### config.mk
export PLATFORM = sky130hd
export DESIGN_NAME = sap_microsequencer
export DESIGN_NICKNAME = d
export VERILOG_FILES = /design/src/rtl/sap_microsequencer.sv
export SDC_FILE = /design/constraint.sdc
export NUM_CORES = 1
export LEC_CHECK = 0
export CORE_MARGIN = 2
export CORE_UTILIZATION = 45
export DETAILED_ROUTE_END_ITERATION = 7
export PLACE_DENSITY = 0.83
export SYNTH_ARGS = -nofsm -noshare
export SYNTH_HDL_FRONTEND = slang
export SYNTH_SLANG_ARGS = --single-unit
### constraint.sdc
create_clock -name clk -period 1.8 [get_ports clk]
set_input_delay 0.18 -clock clk [delete_from_list [all_inputs] [get_ports clk]]
set_output_delay 0.18 -clock clk [all_outputs]
set_load 0.005 [all_outputs]
### src/rtl/sap_microsequencer.sv
// SAP CPU micro-sequencer: T-state counter plus microcode decode driving the control-word bus.
// Optional conditional jumps (JC/JZ) and flag-register load enabled by defining SAP_SEQ_COND_JMP_EN.
module sap_microsequencer #(
   parameter int OPCODE_W = 4,
   parameter int CW_W     = 16,
   parameter int STAGE_W  = 3
) (
   input  logic                clk,
   input  logic                rst,
   input  logic [OPCODE_W-1:0] opcode,
   input  logic                stall,
   input  logic                flag_c,
   input  logic                flag_z,
   output logic [CW_W-1:0]     out,
   output logic [STAGE_W-1:0]  stage,
   output logic                halted,
   output logic                instr_done
);

   localparam int OW = (OPCODE_W > 4) ? OPCODE_W : 4;

   typedef enum logic [2:0] {T0, T1, T2, T3, T4, T5} tstate_e;

   localparam logic [OW-1:0] OP_LDA = OW'(4'h0);
   localparam logic [OW-1:0] OP_ADD = OW'(4'h1);
   localparam logic [OW-1:0] OP_SUB = OW'(4'h2);
   localparam logic [OW-1:0] OP_JMP = OW'(4'h3);
   localparam logic [OW-1:0] OP_JC  = OW'(4'h4);
   localparam logic [OW-1:0] OP_JZ  = OW'(4'h5);
   localparam logic [OW-1:0] OP_STA = OW'(4'h6);
   localparam logic [OW-1:0] OP_OUT = OW'(4'hE);
   localparam logic [OW-1:0] OP_HLT = OW'(4'hF);

`ifdef SAP_SEQ_COND_JMP_EN
   localparam logic [15:0] FLAG_LD = 16'h8000;
`else
   localparam logic [15:0] FLAG_LD = 16'h0000;
`endif

   logic [STAGE_W-1:0] stage_q, stage_d;
   logic [CW_W-1:0]    out_q, out_d;
   logic               halted_q, halted_d;
   logic               done_q, done_d;

   logic [OW-1:0] op_x;
   tstate_e       tstate;
   logic [15:0]   uword;
   logic          ulast;
   logic          uhlt;
   logic          stage_bad;

   // Zero-extend so the 4-bit codes match regardless of OPCODE_W.
   assign op_x      = OW'(opcode);
   assign stage_bad = (stage_q > STAGE_W'(5));
   assign tstate    = tstate_e'(stage_q[2:0]);

`ifndef SAP_SEQ_COND_JMP_EN
   logic unused_flags;
   assign unused_flags = flag_c ^ flag_z;
`endif

   always_comb begin
      uword = '0;
      ulast = 1'b0;
      uhlt  = 1'b0;
      case (tstate)
         T0: uword = 16'h0300;
         T1: uword = 16'h0400;
         T2: uword = 16'h00C0;
         T3: begin
            ulast = 1'b1;
            case (op_x)
               OP_LDA, OP_ADD, OP_SUB, OP_STA: begin
                  uword = 16'h0120;
                  ulast = 1'b0;
               end
               OP_JMP: uword = 16'h2020;
               OP_OUT: uword = 16'h1008;
               OP_HLT: begin
                  uword = 16'h0800;
                  uhlt  = 1'b1;
               end
`ifdef SAP_SEQ_COND_JMP_EN
               OP_JC:  uword = flag_c ? 16'h2020 : 16'h0000;
               OP_JZ:  uword = flag_z ? 16'h2020 : 16'h0000;
`endif
               default: uword = '0;
            endcase
         end
         T4: begin
            ulast = 1'b1;
            case (op_x)
               OP_LDA:         uword = 16'h0090;
               OP_ADD, OP_SUB: begin
                  uword = 16'h0084;
                  ulast = 1'b0;
               end
               OP_STA:         uword = 16'h4008;
               default:        uword = '0;
            endcase
         end
         T5: begin
            ulast = 1'b1;
            case (op_x)
               OP_ADD:  uword = 16'h0011 | FLAG_LD;
               OP_SUB:  uword = 16'h0013 | FLAG_LD;
               default: uword = '0;
            endcase
         end
         default: begin
            uword = '0;
            ulast = 1'b1;
         end
      endcase
   end

   always_comb begin
      stage_d  = stage_q;
      out_d    = out_q;
      halted_d = halted_q;
      done_d   = 1'b0;
      if (halted_q) begin
         stage_d = stage_q;
      end else if (stall) begin
         out_d = '0;
      end else if (stage_bad) begin
         stage_d = '0;
         out_d   = '0;
      end else begin
         out_d    = CW_W'(uword);
         done_d   = ulast;
         stage_d  = ulast ? '0 : stage_q + STAGE_W'(1);
         halted_d = uhlt;
      end
   end

   always_ff @(posedge clk) begin
      if (rst) begin
         stage_q  <= '0;
         out_q    <= '0;
         halted_q <= 1'b0;
         done_q   <= 1'b0;
      end else begin
         stage_q  <= stage_d;
         out_q    <= out_d;
         halted_q <= halted_d;
         done_q   <= done_d;
      end
   end

   assign out        = out_q;
   assign stage      = stage_q;
   assign halted     = halted_q;
   assign instr_done = done_q;

endmodule

; Word-level counts from Yosys, hierarchy flattened
; Cells that the tools add are included.
[classes]
n_eq_ne = 11
magnitude_cmp = 1
n_reduce_logical = 7
n_bitwise = 2
n_addsub = 1
mux = 16
[op_table]
columns = cell, n
row1 = case mux 15 bit (6 select lines), 1
row2 = case mux 14 bit (4 select lines), 1
row3 = case mux 15 bit (3 select lines), 1
row4 = 2-to-1 mux 16 bit, 2
row5 = case mux 5 bit (2 select lines), 1
row6 = == test 4 x 2 -> 1 bit (second input constant), 2
row7 = == test 4 bit (second input constant), 2
row8 = OR reduction 4 bit, 2
row9 = 2-to-1 mux 1 bit, 7
row10 = == test 3 x 2 -> 1 bit (second input constant), 2
row11 = == test 3 bit (second input constant), 2
row12 = 2-to-1 mux 3 bit, 2
row13 = == test 4 x 1 -> 1 bit (second input constant), 1
row14 = == test 4 x 3 -> 1 bit (second input constant), 1
row15 = zero test 4 bit, 1
row16 = adder 3 x 1 -> 3 bit (second input constant), 1
row17 = == test 3 x 1 -> 1 bit (second input constant), 1
row18 = > comparator 3 bit (second input constant), 1
row19 = zero test 3 bit, 1
row20 = case mux 1 bit (3 select lines), 1
row21 = OR reduction 3 bit, 1
row22 = NOT 1 bit, 2
row23 = AND reduction 2 bit, 1
row24 = OR reduction 2 bit, 1
[word_totals]
reg_bits = 21
input_bits = 9
wordCells = 42
out_inout_bits = 21

; Longest topological paths before layout
[logic_depth]
depth_word = 6
mapped_depth = 7
ltp_nobuf = 6

; Worst setup path after synthesis
; Ideal clock, no wire load.
[synth_timing]
path_type = reg-to-reg
startpoint = reg stage_q[1], in the netlist stage[1]
endpoint = reg out_q[11], in the netlist out[11]
slack_ns = 0.198
stages_incl_launch_ff = 7
setup_ns = 0.122
period_less_slack_ns = 1.602
arrival_time_ns = 1.480
cell_sequence = dfxtp_1 -> inv_1 -> ha_1 -> buf_2 -> or3_4 -> a31o_1 -> a21boi_1
[synth_via]
elab_chain_cells = 4
word_cells_on_any_way = 10
cone_classes = order compare (1) / eq/ne (5) / mux (3) / reduce/logical (1)
[synth_rtl]
columns = item, line_no
row1 = start: declaration, 40  ; logic [STAGE_W-1:0] stage_q, stage_d;
row2 = start signal: assignment, 144  ; stage_q <= stage_d;
row3 = == test 3 bit (tied with other cells), 66  ; case (tstate)
row4 = case mux 15 bit (6 select lines), 66
row5 = 2-to-1 mux 16 bit (*), 126  ; end else if (stage_bad) begin
row6 = 2-to-1 mux 16 bit (*), 124  ; end else if (stall) begin
row7 = end signal: assignment, 145  ; out_q <= out_d;
row8 = end: declaration, 41  ; logic [CW_W-1:0] out_q, out_d;
; Every way passes the cells marked *; elsewhere a longest branch is shown, timed or not.
; A chain may end at the register's enable or synchronous reset.

; Worst setup path after layout
; Same ends and word-level chain as after synthesis.

==> out/results.ini <==
[logic_synthesis]
synth_seq_cells=20
synth_top_family_by_area=simple AND/OR/NAND/NOR gates
syn_inst=110
yosys.area_share.xor_xnor_pct=0.887
ys_types=40
yosysSeqAreaShare_pct=40.6
yosys_warnings=0
synth_compound_area_share_pct=19.5
synth_ff_type=dfxtp_1
synth_edf_count=0
ys_async_sr_fraction_pct=0
synth_area_um2=987
synth_fa_ha_area_share_pct=6.34
synth_mux_area_share_pct=1.01
synthSimpleGateAreaFrac_pct=26.4
syn_area_per_cell_um2=8.97
syn_nets=124

[sta]
fin_crit_sh_pct=92.5
rsz0062_at_grt=false
period_minus_slack_ns=1.67
hold_viol_final=0
clock_skew_ns=0.0100
fmax_ghz=0.601
setup_viol=0
setup-tns-final_ns=0
final_max_slew_viol_count=0

[cts]
clock_path_buffers=2
cts_tree=built
cts_buffers=3
cts_root_buffer=clkbuf_4
clk_pin_slew_worst_paths_ns=0.11
cts_sinks=20
clkLatencyLatePin_ns=0.30
postCtsHoldBufs=0
h-tree-depth=1

[placed_design]
gp_congestion=0.871
hpwl_mm=1.73
dp_cells=162
port_buffers=26

[critical_path]
r2r_setup_slack_ns=0.13
critical_path_class=flop to flop
required_ns=1.99
startpoint_type=flop
cpMaxStageDelayCell=or3_4
crit_fanout=9
max_stage_delay_ns=0.44
crit_arrival_ns=1.86
end_kind=flop
crit_chain=inv_1, ha_1, or3_4, a31o_1, a21boi_1

[global_route]
grt_max_degree=13
antenna_found_initial=0
grt_pass1_wl_mm=3.78
grt_util_all_layers_pct=19.1
grt_pass1_vias=896
grt-ovfl-total=0

[route]
dr.first_iter.drc_count=29
drtAntennaViolNets=0
wl_per_cell_um=13.5
via_count=907
wl_mm=2.27
viasPerCell=5.40
drtPass1Iterations=4
drc=0

[layout]
antenna_cells=0
final_common_cell=clkdlybuf4s50_1
final_cells=168
final_cell_mix=26 x clkdlybuf4s50_1, 18 x dfxtp_1, 12 x nand2_1, 9 x nor2_1, 7 x buf_4
area_delta_synth_final_pct=38.3
fillerInstances=183
drive_gt1_share_pct=14.9
nets=156

[die]
rows=16
pin_count=30
start_util_pct=48.8
die_height_um=50.8
dieArea_mm2=0.00258
core_area_mm2=0.00202
die_x_um=50.8

[flow_run]
cap_viol_max_count=0

[power_and_ir_drop]
ir_worst_vdd_uv=690
power.density_mw_per_mm2=751
power_mw=1.02
p_leak_nw=0.489

[status]
status=finished, final reports clean

[min_path]
hold_path.class=flop to flop

timing repair:
action	in CTS	in global routing
gates resized for setup	0	3
endpoints found under the setup margin	0	7
buffers inserted	0	2
cell type report:
| class | instances | area [um2] | share of cell area [%] |
|---|---|---|---|
| sequential | 20 | 403 | 29.5 |
| clock buffer | 3 | 22.5 | 1.65 |
| multi-input combinational | 79 | 544 | 39.9 |
| tap | 27 | 33.8 | 2.47 |
| clock inverter | 1 | 30.0 | 2.20 |
| inverter | 5 | 18.8 | 1.37 |
| timing repair buffer | 33 | 313 | 22.9 |
per-stage QoR:
stage	setup WS, ns	cell area [um2]	utilization, %	hold WS (ns)
after detailed placement	0.0477	1290	63.7	0.440
after global placement	0.117	1290	63.7	0.435
after CTS	0.0312	1340	66.3	0.457
after floorplan	0.198	987	-	0.282
after global routing	0.0229	1370	67.5	0.487
final	0.135	1370	67.5	0.455
worst paths after layout:
path / cells past startpoint / endpoint / start
setup / recovery: 5 / out[11] / stage[1]
hold / removal: 2 / out[11] / out[11]
setup reg to reg: 5 / out[11] / stage[1]
hold reg to reg: 2 / out[11] / out[11]
sequential cells by signal, indices dropped and copies added (netlist names):
| signal | count |
|---|---|
| out | 15 |
| stage | 3 |
| halted | 1 |
| instr_done | 1 |
where the power goes:
part,switching [mW],internal [mW]
logic,0.0975,0.0936
registers,0.0139,0.458
clock network,0.136,0.225
cell usage after synthesis, types with 3 or more instances:
library cell | count | area (um2)
inv_1 | 4 | 15.0
dfxtp_1 | 20 | 400
o21ai_1 | 4 | 20.0
o31ai_1 | 3 | 22.5
nor2b_1 | 6 | 37.5
a21oi_1 | 3 | 15.0
a32o_1 | 4 | 40.0
nor2_1 | 9 | 33.8
nand2_1 | 12 | 45.0
ha_1 | 5 | 62.6
buf_2 | 3 | 15.0
nand3_1 | 4 | 20.0
nand3b_1 | 3 | 22.5
critical path, delay by kind of cell, from the launching register on:
family          cells  cell delay [ns]
fa+ha+maj           1             0.30
buf+inv             1             0.08
simple gates        1             0.44
flops               1             0.39
compound gates      2             0.33
layer usage:
layer  share of wire (%)  wire (um)  vias to the layer above  global-route usage (%)
li1                    -          -                      453                       -
met1                  46       1040                      422                    23.3
met2                  48       1090                       30                    34.0
met3                 5.3        121                        2                    2.92
met4                0.62         14                        0                    6.76
met5                   0          0                        -                       0
cells by family after synthesis:
logic type,Yosys count
compound gates,25
xor+xnor,1
fa+ha+maj,5
buf+inv,11
flops,20
mux,1
other cells,1
simple gates,46
(Power assumes the default switching activity.)
==> variant 1: new RTL, same flow settings <==
`OPCODE_W`: 4 -> 6. Comments in the files are not updated.
--- a/src/rtl/sap_microsequencer.sv
+++ b/src/rtl/sap_microsequencer.sv
@@ -2,5 +2,5 @@
 // Optional conditional jumps (JC/JZ) and flag-register load enabled by defining SAP_SEQ_COND_JMP_EN.
 module sap_microsequencer #(
-   parameter int OPCODE_W = 4,
+   parameter int OPCODE_W = 6,
    parameter int CW_W     = 16,
    parameter int STAGE_W  = 3
Interface: changed (resized opcode); port bits go from 30 to 32. No check against the original RTL was run, so the function may have changed too.
==> variant 1 against the unedited design <==
  * Worst setup slack worse by 0.081 ns
  * Design area is 12% higher
  * Non-clock buffer count is 5 higher
  * Sequential cell count stayed put
  * Area after synthesis is 9.5% higher
  * Power is 7.1% higher
  * Routed wire length is 28% higher
  * Die area is 8.8% higher
  * Via count is 18% higher
  * Synthesized cell count is 6.4% higher
  * Largest cell class unchanged
  * Highest routed layer unchanged
==> variant 1: results (changes against the unedited design) <==
| Metric | Value |
|---|---|
| Status | `finished, final reports clean` |
| Final-stage net count | `170 (+9.0%)` |
| Layout cells sized above 1 | `23.5% (+8.6 points)` |
| Multi-input gates | `88 (+11%)` |
| First-pass GRT wire length | `4630 um (+22%)` |
| Clock skew | `0.00363 ns (-0.00640 ns)` |
| Pin count of the biggest net entering global routing | `17 (+4)` |
| Clock-cell share | `3.45% (-0.40 points)` |
| Sequential cell area fraction in the yosys report | `37.0% (-3.5 points)` |
| Multi-input gate area | `664 sq um (+22%)` |
| Top cells by area, synth | `dfxtp_1 (37%), ha_1 (5.8%), a21oi_1 (4.2%)` |
| Port bufs | `28 (+7.7%)` |
| Met2 Routed Length | `1440 um (+32%)` |
| Switch share | `26.2% (+2.0 points)` |
| Syn Inst Count | `117 (+6.4%)` |
| Hold path start | `out[13]` |
| Vias | `1,067 (+18%)` |
| Tot GR Track Use | `22.6% (+3.5 points)` |
| Mux cell area share after synthesis | `0% (-1.0 points)` |
| Xor and xnor area share after synthesis | `0.810% (-0.077 points)` |
| Routed vias/inst | `5.90 (+9.2%)` |
| Vias in the first global route | `1,045 (+17%)` |
| Crit-path max FO | `4 (-5)` |
| Leak | `0.531 nW (+8.6%)` |
| Routed wl met3 | `196 um (+62%)` |
| Drt initial violations | `31 (+6.9%)` |
| Area added between synthesis and finish | `41.0%` |
| Seq_cells | `20 (unchanged)` |
| Invs w/o clock | `3 (-2)` |
| Reg2reg start | `stage[0]` |
| Met3 Use GR | `5.08% (+2.2 points)` |
| Repair and plain buffers | `38 (+15%)` |
| Wire per inst | `16.0 um (+19%)` |
| Placement Setup Slack | `-0.0498 ns (-0.0975 ns)` |
==> variant 1: cell types whose count changed after synthesis, moves of 3 or more <==
cell,before,now
a21oi_1,3,9
a32o_1,4,0
buf_2,3,0
nand4_1,0,4
nor2b_1,6,3
o21ai_1,4,0
o32ai_1,0,3
==> variant 1: worst max-delay path, cell delays in order, from the launching register on <==
cell and delay [ns]:
dfxtp_4 0.37, ha_1 0.21, ha_1 0.22, or4_4 0.56, a32oi_1 0.21, nor2_1 0.05
==> variant 1: power by group through the flow <==
stage | clock network, mW | registers, mW | logic, mW
final | 0.381 | 0.469 | 0.247
after global routing | 0.397 | 0.472 | 0.268
after CTS | 0.379 | 0.470 | 0.220
after detailed placement | 0 | 0.479 | 0.213
after global placement | 0 | 0.477 | 0.206
after floorplan | 0 | 0.480 | 0.115
==> variant 1: final timing paths <==
kind                            depth (start not counted)  endpoint  slack, ns
worst min-delay path                                    2   out[13]       0.46
worst min register to register                          2   out[13]       0.46
worst max-delay path                                    5    out[2]       0.05
worst max register to register                          5    out[2]       0.05
==> variant 2: new RTL, same flow settings <==
Without the edit above. Make the reset (`rst`) asynchronous in one clocked block.
--- a/src/rtl/sap_microsequencer.sv
+++ b/src/rtl/sap_microsequencer.sv
@@ -135,5 +135,5 @@
    end
 
-   always_ff @(posedge clk) begin
+   always_ff @(posedge clk or posedge rst) begin
       if (rst) begin
          stage_q  <= '0;
Check against the original RTL: differs if rst is asserted again (counterexample within 4 cycles, from zero or initial values and one cycle with rst high); with rst held inactive, the same outputs for 10 cycles.
==> variant 2 against the unedited design <==
  * Area after synthesis rose by 12%
  * Worst setup slack got worse by 0.028 ns
  * Synthesized cell count did not move
  * Sequential cell count did not move
  * Routed wire length rose by 14%
  * Via count rose by 11%
  * First-iteration DRC count rose by 6.9%
  * Design area rose by 7.1%
Power is not compared: it rests on default switching activity, and its combinational part moved more than twofold at a synthesized area within 25%.
==> variant 2: results (changes against the unedited design) <==
| Metric | Value |
|---|---|
| Tot GR Track Use | `20.5% (+1.4 points)` |
| CP arrival | `1.88 ns (+0.02 ns)` |
| Total Wirelength | `2580 um (+14%)` |
| Post-DP Area | `1410 sq um (+9.7%)` |
| Met3 Use GR | `3.67% (+0.75 points)` |
| Fillers | `182 (-0.55%)` |
| Gpl congestion | `0.870 (-0.13%)` |
| Vias | `1,007 (+11%)` |
| Vias in the first global route | `929 (+3.7%)` |
| Post-DP HPWL | `1900 um (+9.7%)` |
| Layout cells sized above 1 | `15.6% (+0.71 points)` |
| Grt met1 use | `27.6% (+4.3 points)` |
| Async set or reset register ratio after synthesis | `100% (+100 points)` |
| Synth cell count leaders | `dfrtp_1 (20), nand2_1 (14), o21ai_0 (8)` |
| Unique masters post-synth | `37 (-7.5%)` |
| Min-Delay Path Class | `input port to asynchronous set/reset pin` |
| Clock skew | `0.00613 ns (-0.00390 ns)` |
| Sequential cell area fraction in the yosys report | `45.4% (+4.8 points)` |
| Status | `finished, final reports clean` |
| Drt initial violations | `31 (+6.9%)` |
| Crit-path max FO | `7 (-2)` |
| Top cells by area, synth | `dfrtp_1 (45%), ha_1 (5.7%), nand2_1 (4.8%)` |
| Leak | `0.631 nW` |
| First-pass GRT wire length | `4250 um (+12%)` |
| Non-Filler Instances | `169 (+0.60%)` |
[variant 2: logic make-up after synthesis]
family	count (synthesis)	synth area share, %
AO/OA/AOI/OAI	37	25.9
XOR/XNOR	1	0.794
adder cells (fa/ha/maj)	5	5.67
buffers and inverters	12	5.10
flip-flops	20	45.4
multiplexers	2	1.81
other	1	0.340
AND/OR/NAND/NOR	32	15.1
[variant 2: layout make-up]
cell class                      count  area share, %
Clock buffer                        4           2.48
Timing Repair Buffer               32           20.9
Tap cell                           28           2.40
Sequential cell                    20           34.4
Multi-Input combinational cell     78           38.0
Inverter                            7           1.80
[variant 2: where the power goes]
group	total (mW)	switching (mW)	internal, mW
Sequential	0.609	0.0699	0.539
Combinational	0.801	0.426	0.375
Clock	0.268	0.144	0.124
[variant 2: critical path, cell delays in order (launching register included)]
cell and delay, ns:
dfrtp_2 0.46, ha_1 0.22, ha_1 0.26, nor4_1 0.47, o31ai_1 0.16
[variant 2: final timing paths]
kind                          start          to  slack, ns  cells past startpoint
max in group asynchronous       rst    stage[1]       1.39                      3
hold / removal                  rst  instr_done       0.18                      3
min in group clk            out[11]     out[11]       0.49                      2
setup reg to reg           stage[0]      out[8]       0.11                      4
setup / recovery           stage[0]      out[8]       0.11                      4
hold reg to reg             out[11]     out[11]       0.49                      2
[variant 2: stage by stage]
stage / util [%] / setup slack, ns
5_1_grt: 64.2 / 0.00614
3_3_place_gp: 62.1 / 0.101
2_1_floorplan: - / 0.248
6_report: 64.2 / 0.107
4_1_cts: 63.7 / 0.0248
3_5_place_dp: 62.1 / 0.0541
[variant 2: metal layers]
| layer | up-vias | wire (um) |
|---|---|---|
| met2 | 44 | 1260 |
| met3 | 7 | 186 |
| li1 | 470 | - |
| met4 | 0 | 42 |
| met5 | - | 0 |
| met1 | 486 | 1100 |
